$ cat src/rtl/dq_pkg.sv
// Shared constants, zigzag map, product reduction and FSM state for the 4x4 dequantizer.
// DQ_SATURATE_EN selects clamping instead of two's-complement wrap in sat16.
package dq_pkg;

    localparam int BLK_COEFS = 16;
    localparam int COEF_W    = 16;

    localparam logic [3:0] ZIGZAG [BLK_COEFS] = '{
        4'd0, 4'd1, 4'd4, 4'd8, 4'd5, 4'd2, 4'd3, 4'd6,
        4'd9, 4'd12, 4'd13, 4'd10, 4'd7, 4'd11, 4'd14, 4'd15
    };

    typedef enum logic [1:0] {
        IDLE,
        CALC,
        FIN
    } dq_state_t;

    function automatic logic [COEF_W-1:0] sat16(input logic signed [32:0] p);
`ifdef DQ_SATURATE_EN
        if (p > 33'sd32767) begin
            return 16'h7fff;
        end else if (p < -33'sd32768) begin
            return 16'h8000;
        end else begin
            return p[COEF_W-1:0];
        end
`else
        // Wrap keeps reconstruction bit-exact with the encoder's truncated path.
        return p[COEF_W-1:0];
`endif
    endfunction

endpackage

$ cat src/rtl/dq_lane.sv
// One dequantizer lane: signed level times unsigned step, reduced to 16 bits.
// Purely combinational, zero latency, no flow control.
module dq_lane
    import dq_pkg::*;
(
    input  logic signed [COEF_W-1:0] level_i,
    input  logic        [COEF_W-1:0] step_i,
    output logic        [COEF_W-1:0] coef_o
);

    logic signed [32:0] lvl_ext;
    logic signed [32:0] step_ext;
    logic signed [32:0] prod;

    // The exact product of s16 x u16 always fits in 33 signed bits.
    assign lvl_ext  = $signed({{17{level_i[COEF_W-1]}}, level_i});
    assign step_ext = $signed({17'd0, step_i});
    assign prod     = lvl_ext * step_ext;
    assign coef_o   = sat16(prod);

endmodule

$ cat src/rtl/dequant_dezigzag_block.sv
// Dequantize 16 zigzag levels over LANES multipliers, write raster coefs; done NBEATS+1 cycles after start.
// Start is ignored while busy and in the done cycle; DQ_SATURATE_EN selects clamping over wrap.
module dequant_dezigzag_block
    import dq_pkg::*;
#(
    parameter int LANES = 4
) (
    input  logic         clk,
    input  logic         rst_n,
    input  logic         start,
    input  logic [255:0] level_in,
    input  logic [255:0] q,
    output logic         busy,
    output logic [255:0] coef,
    output logic         nz,
    output logic [3:0]   last_nz,
    output logic         done
);

    localparam int NBEATS = BLK_COEFS / LANES;
    localparam int BEAT_W = (NBEATS > 1) ? $clog2(NBEATS) : 1;

    dq_state_t          state_q, state_d;
    logic [BEAT_W-1:0]  beat_q, beat_d;
    logic               busy_q, busy_d;
    logic               done_q, done_d;
    logic               nz_q, nz_d;
    logic [3:0]         last_q, last_d;
    logic [COEF_W-1:0]  level_q [BLK_COEFS];
    logic [COEF_W-1:0]  level_d [BLK_COEFS];
    logic [COEF_W-1:0]  q_q     [BLK_COEFS];
    logic [COEF_W-1:0]  q_d     [BLK_COEFS];
    logic [COEF_W-1:0]  coef_q  [BLK_COEFS];
    logic [COEF_W-1:0]  coef_d  [BLK_COEFS];

    logic [3:0]         lane_k    [LANES];
    logic [COEF_W-1:0]  lane_lvl  [LANES];
    logic [COEF_W-1:0]  lane_step [LANES];
    logic [COEF_W-1:0]  lane_coef [LANES];

    // Lane l handles zigzag position beat*LANES+l; its step is looked up in raster order.
    always_comb begin
        for (int l = 0; l < LANES; l++) begin
            lane_k[l]    = 4'(int'(beat_q) * LANES + l);
            lane_lvl[l]  = level_q[lane_k[l]];
            lane_step[l] = q_q[ZIGZAG[lane_k[l]]];
        end
    end

    for (genvar l = 0; l < LANES; l++) begin : g_lane
        dq_lane u_lane (
            .level_i (lane_lvl[l]),
            .step_i  (lane_step[l]),
            .coef_o  (lane_coef[l])
        );
    end

    always_comb begin
        state_d = state_q;
        beat_d  = beat_q;
        busy_d  = busy_q;
        done_d  = 1'b0;
        nz_d    = nz_q;
        last_d  = last_q;
        level_d = level_q;
        q_d     = q_q;
        coef_d  = coef_q;

        case (state_q)
            IDLE: begin
                // done_q high marks the one-cycle window where start must still be ignored.
                if (start && !done_q) begin
                    for (int i = 0; i < BLK_COEFS; i++) begin
                        level_d[i] = level_in[16*i +: 16];
                        q_d[i]     = q[16*i +: 16];
                        coef_d[i]  = '0;
                    end
                    nz_d    = 1'b0;
                    last_d  = '0;
                    beat_d  = '0;
                    busy_d  = 1'b1;
                    state_d = CALC;
                end
            end
            CALC: begin
                for (int l = 0; l < LANES; l++) begin
                    coef_d[ZIGZAG[lane_k[l]]] = lane_coef[l];
                    if (lane_lvl[l] != '0) begin
                        nz_d = 1'b1;
                        if (lane_k[l] > last_d) begin
                            last_d = lane_k[l];
                        end
                    end
                end
                if (beat_q == BEAT_W'(NBEATS - 1)) begin
                    state_d = FIN;
                end else begin
                    beat_d = beat_q + 1'b1;
                end
            end
            FIN: begin
                done_d  = 1'b1;
                busy_d  = 1'b0;
                state_d = IDLE;
            end
            default: begin
                state_d = IDLE;
            end
        endcase
    end

    always_ff @(posedge clk or negedge rst_n) begin
        if (!rst_n) begin
            state_q <= IDLE;
            beat_q  <= '0;
            busy_q  <= 1'b0;
            done_q  <= 1'b0;
            nz_q    <= 1'b0;
            last_q  <= '0;
            level_q <= '{default: '0};
            q_q     <= '{default: '0};
            coef_q  <= '{default: '0};
        end else begin
            state_q <= state_d;
            beat_q  <= beat_d;
            busy_q  <= busy_d;
            done_q  <= done_d;
            nz_q    <= nz_d;
            last_q  <= last_d;
            level_q <= level_d;
            q_q     <= q_d;
            coef_q  <= coef_d;
        end
    end

    for (genvar i = 0; i < BLK_COEFS; i++) begin : g_pack
        assign coef[16*i +: 16] = coef_q[i];
    end

    assign busy    = busy_q;
    assign done    = done_q;
    assign nz      = nz_q;
    assign last_nz = last_q;

endmodule

$ cat config.mk
export PLATFORM = sky130hd
export DESIGN_NAME = dequant_dezigzag_block
export DESIGN_NICKNAME = d
export VERILOG_FILES = /design/src/rtl/dq_pkg.sv /design/src/rtl/dq_lane.sv /design/src/rtl/dequant_dezigzag_block.sv
export SDC_FILE = /design/constraint.sdc
export NUM_CORES = 2
export LEC_CHECK = 0
export ABC_AREA = 1
export ABC_CLOCK_PERIOD_IN_PS = 23800
export CORE_MARGIN = 2
export CORE_UTILIZATION = 30
export CTS_CLUSTER_SIZE = 16
export DETAILED_ROUTE_END_ITERATION = 8
export HOLD_SLACK_MARGIN = 0.12
export PLACE_DENSITY = 0.59
export RECOVER_POWER = 50
export SLEW_MARGIN = 40
export SYNTH_ARGS = -nofsm -noshare
export SYNTH_HDL_FRONTEND = slang
export SYNTH_HIERARCHICAL = 1
export SYNTH_SLANG_ARGS = --single-unit
$ cat constraint.sdc
create_clock -name clk -period 23.8 [get_ports clk]
set_input_delay 4.76 -clock clk [delete_from_list [all_inputs] [get_ports clk]]
set_output_delay 4.76 -clock clk [all_outputs]
set_load 0.01 [all_outputs]
==> run summary <==
The flow ran to the end, but the final reports show violations. The final reports fail on design-rule violations, max-capacitance violations, max-slew violations. The detailed-placement wirelength estimate came out at 252000 µm.

In this design, the stage delay of the slowest critical-path cell is 5150 ps. In the post-synthesis netlist, the cell with the most instances is sky130_fd_sc_hd__nand2_1. Based on the critical path, the design can be clocked at up to 0.0686 GHz. The final number of setup-violating endpoints is 0. After synthesis the cells add up to 0.0642 mm². The capturing element type of the critical path is a register. For this run, the number of Yosys warnings is 6. OpenSTA, run right after detailed placement, puts the worst setup slack at 13060 ps.

The H-tree depth is 3. The detail-routed net length per standard cell came out at 26.8 µm. The number of fill cells in the layout is 22.4k. The launch instance of the worst register-to-register path is beat_q[1]$_DFFE_PN0P_. TritonCTS built the clock tree. The data arrival time of the critical path is 15170 ps. The quantity of gates resized following cts is 0. The max-slew violation count came to 1162. The minimum hold slack is 476 ps.

Synthesis produced a netlist with a net count of 10.3k. The number of vias in the routed layout came out at 68.8k. The number of clock sinks is 779. The buffers inserted during post-CTS setup optimization is 0. The cell taking the most area after synthesis is sky130_fd_sc_hd__dfrtp_1. The number of hold violations in the final report is 0.

The classification of the worst-slack hold path is reg -> reg. The core box area came out at 0.213 mm². For this run, design rule violations remaining after detail routing come to 1. Of all nets on the critical path, the largest fanout is 180. Using the TritonRoute via totals, the vias-per-cell ratio works out to 5.46.

The count of flip-flops with a built-in enable after synthesis came out at 0. Among cell families on the critical path, the largest total delay comes from buffers and inverters. The initial antenna violation count was 40. The root buffer cell chosen for the clock tree is sky130_fd_sc_hd__clkbuf_16. The worst slew slack as a fraction of its limit is -381%. The path with the worst hold slack has its endpoint at level_q[169]$_DFFE_PN0P_. Buffers placed on the I/O ports in this run total 777. The initial core utilization came out at 30.2%. The combined buffer and inverter count along the critical path is 4. In this run, synthesis produced a sequential element count of 779. The worst setup path is launched from a primary input. The number of CTS-inserted buffers came out at 96. The signal on the critical path passes through dlygate4sd3_1, inv_1, nor2_1, nand3_4, clkinvlp_2, clkbuf_1, nand2_1, o21ai_0.

In this run the most critical hold path is launched from level_q[169]$_DFFE_PN0P_. The number of nets still failing antenna checks after routing came out at 0. Among all stages on the critical path, the largest delay is contributed by sky130_fd_sc_hd__clkbuf_1. At the end of the flow, the number of nets in the layout was 10.8k. The post-place instance area came out at 0.0747 mm².

Setup repair after global routing left no endpoint under its margin. The slew of the pin with the lowest slew margin is 7220 ps. The horizontal extent of the die is 467 µm. The clock reaches the later pin of the worst-skew pair after 770 ps. The number of top-level design ports is 778. The length of the first detailed-routing pass in iterations came out at 8. The aggregate global-route resource usage came out at 30.1%. The area fraction of the dominant cell type after synthesis is 30.4%. Summed over all layers, the global routing overflow is 0. At the end of routability-driven placement, the weighted congestion stood at 1.06. The worst register-to-register path ends at coef[238]$_DFFE_PN0P_. Averaged over all synthesized cells, the footprint is 6.94 µm².

The required time of the critical path is 24390 ps. The area growth from synthesis to layout is 21.6%. Across the run, the number of max-cap violations was 15. The total negative slack for setup checks came out at 0 ps. The worst reg-to-reg path cell count came out at 32.

The initialized floorplan defines 169 standard-cell rows. The die covers 0.218 mm². Cells with a size suffix above 1 make up 4.77% of the layout.

The number of different library cells used by synthesis comes to 52. The routed design has 338000 µm of wire. The synthesized instance count is 9256. The clock slew seen by the registers of the worst setup and hold paths came out at 60 ps. The number of global-route vias before repair came out at 65.2k. The largest net degree at the start of global routing came out at 181. For the final database, setup skew stands at 53.9 ps. The share of flip-flops with an asynchronous set or reset came out at 100%. The first-pass GRT wire length came out at 477000 µm.

In this run the register-to-register setup slack is 12760 ps. The count of cells along the worst hold path came out at 2. The post-synthesis sequential area ratio came out at 30.4%. The setup slack of the critical path after layout came out at 9230 ps. The clock passes through at most 3 buffers.

In this run, post-CTS hold repair placed 0 buffers. Sorting the synthesized cells by how often they occur yields sky130_fd_sc_hd__nand2_1 (2946), sky130_fd_sc_hd__inv_1 (1316), sky130_fd_sc_hd__o21ai_0 (1016). The cell area after layout is 0.0781 mm².

The minimum period implied by the final worst setup slack came out at 14570 ps. For this run, the leading register cell type out of synthesis is sky130_fd_sc_hd__dfrtp_1. For this block, the initial DRC count from the detailed router was 9125. Sorting the synthesized cells by area gives the leading types as sky130_fd_sc_hd__dfrtp_1 (30%), sky130_fd_sc_hd__nand2_1 (17%), sky130_fd_sc_hd__fa_1 (9.8%), sky130_fd_sc_hd__o21ai_0 (7.9%), sky130_fd_sc_hd__inv_1 (7.7%). The height of the die came out at 467 µm. The share of the cycle needed by the critical path after routing came out at 61.2%. The critical path in this run is classified as in -> reg.
-- logic make-up (layout without fill, tap and decap cells) --
| kind of cell | Yosys count | in the layout | share of synthesized area (%) |
|---|---|---|---|
| simple gates | 3720 | 3720 | 22.9 |
| fa+ha+maj | 577 | 577 | 14.9 |
| other cells | 0 | 20 | 0 |
| flops | 779 | 779 | 30.4 |
| xor+xnor | 56 | 56 | 0.764 |
| buf+inv | 1978 | 2472 | 12.1 |
| compound gates | 2146 | 2146 | 19.0 |
-- worst reg2reg max path, delay by kind of cell (launching register included) --
kind	cells	cell delay, ps
fa+ha+maj	8	3900
buf+inv	8	2920
compound gates	7	1510
simple gates	8	1370
xor+xnor	1	640
flops	1	610
-- state kept, by name (all words and copies together), names as in the netlist --
register  count
coef        256
busy          1
done          1
nz            1
beat_q        2
q_q         256
level_q     256
state_q       2
last_nz       4
-- placed cells by master, fill, tap and decap left out, drive strengths merged, types with 16 or more instances in the layout --
cell,instances
a32o,30
buf,147
clkdlybuf4s50,768
o211ai,114
o21ai,1033
nor2,342
fa,316
a21oi,518
o31ai,48
o22ai,191
a2111o,16
a31oi,64
dfrtp,779
xor2,38
clkbuf,147
clkinv,36
nand3,340
inv,1343
xnor2,18
a221oi,29
ha,261
diode,20
bufinv,16
nand4,29
nand2,2985
-- per-stage QoR --
| stage | instances | utilization [%] |
|---|---|---|
| 2_1_floorplan | 9256 | - |
| 3_3_place_gp | 12400 | 35.0 |
| 3_5_place_dp | 12400 | 35.1 |
| 4_1_cts | 12600 | 36.8 |
| 5_1_grt | 12600 | 36.7 |
| 6_report | 12600 | 36.7 |
-- layer usage --
metal	GRT usage, %	up-vias	share of wire, %
li1	-	30500	-
met1	39.0	33200	40
met2	44.0	4215	42
met3	7.87	921	10
met4	19.9	48	7.9
met5	0	-	0.097
-- how the worst max path moves through the flow --
stage          slack (ps)  cells past startpoint                  endpoint                  start
6_report             9230                      8      q_q[213]$_DFFE_PN0P_                  start
4_1_cts             12990                     33      coef[30]$_DFFE_PN0P_  beat_q[0]$_DFFE_PN0P_
3_3_place_gp        12530                     33     coef[221]$_DFFE_PN0P_  beat_q[0]$_DFFE_PN0P_
3_5_place_dp        13060                     33      coef[30]$_DFFE_PN0P_  beat_q[0]$_DFFE_PN0P_
5_1_grt              7990                      5  level_q[173]$_DFFE_PN0P_                  rst_n
2_1_floorplan       15140                     43      coef[30]$_DFFE_PN0P_  beat_q[0]$_DFFE_PN0P_
-- final cells by class --
| class | instances | area, µm² | share of cell area (%) |
|---|---|---|---|
| Antenna cell | 20 | 50.0 | 0.0641 |
| Multi-Input combinational cell | 6499 | 37300 | 47.8 |
| Sequential cell | 779 | 19500 | 25.0 |
| Clock buffer | 130 | 2700 | 3.46 |
| Inverter | 1355 | 5110 | 6.55 |
| Clock inverter | 47 | 742 | 0.950 |
| Timing Repair Buffer | 940 | 9110 | 11.7 |
| Tap cell | 2821 | 3530 | 4.52 |
Power is left out: the tool's default activity adds up to more than one toggle a clock period on the data nets, which glitch-free logic cannot reach.
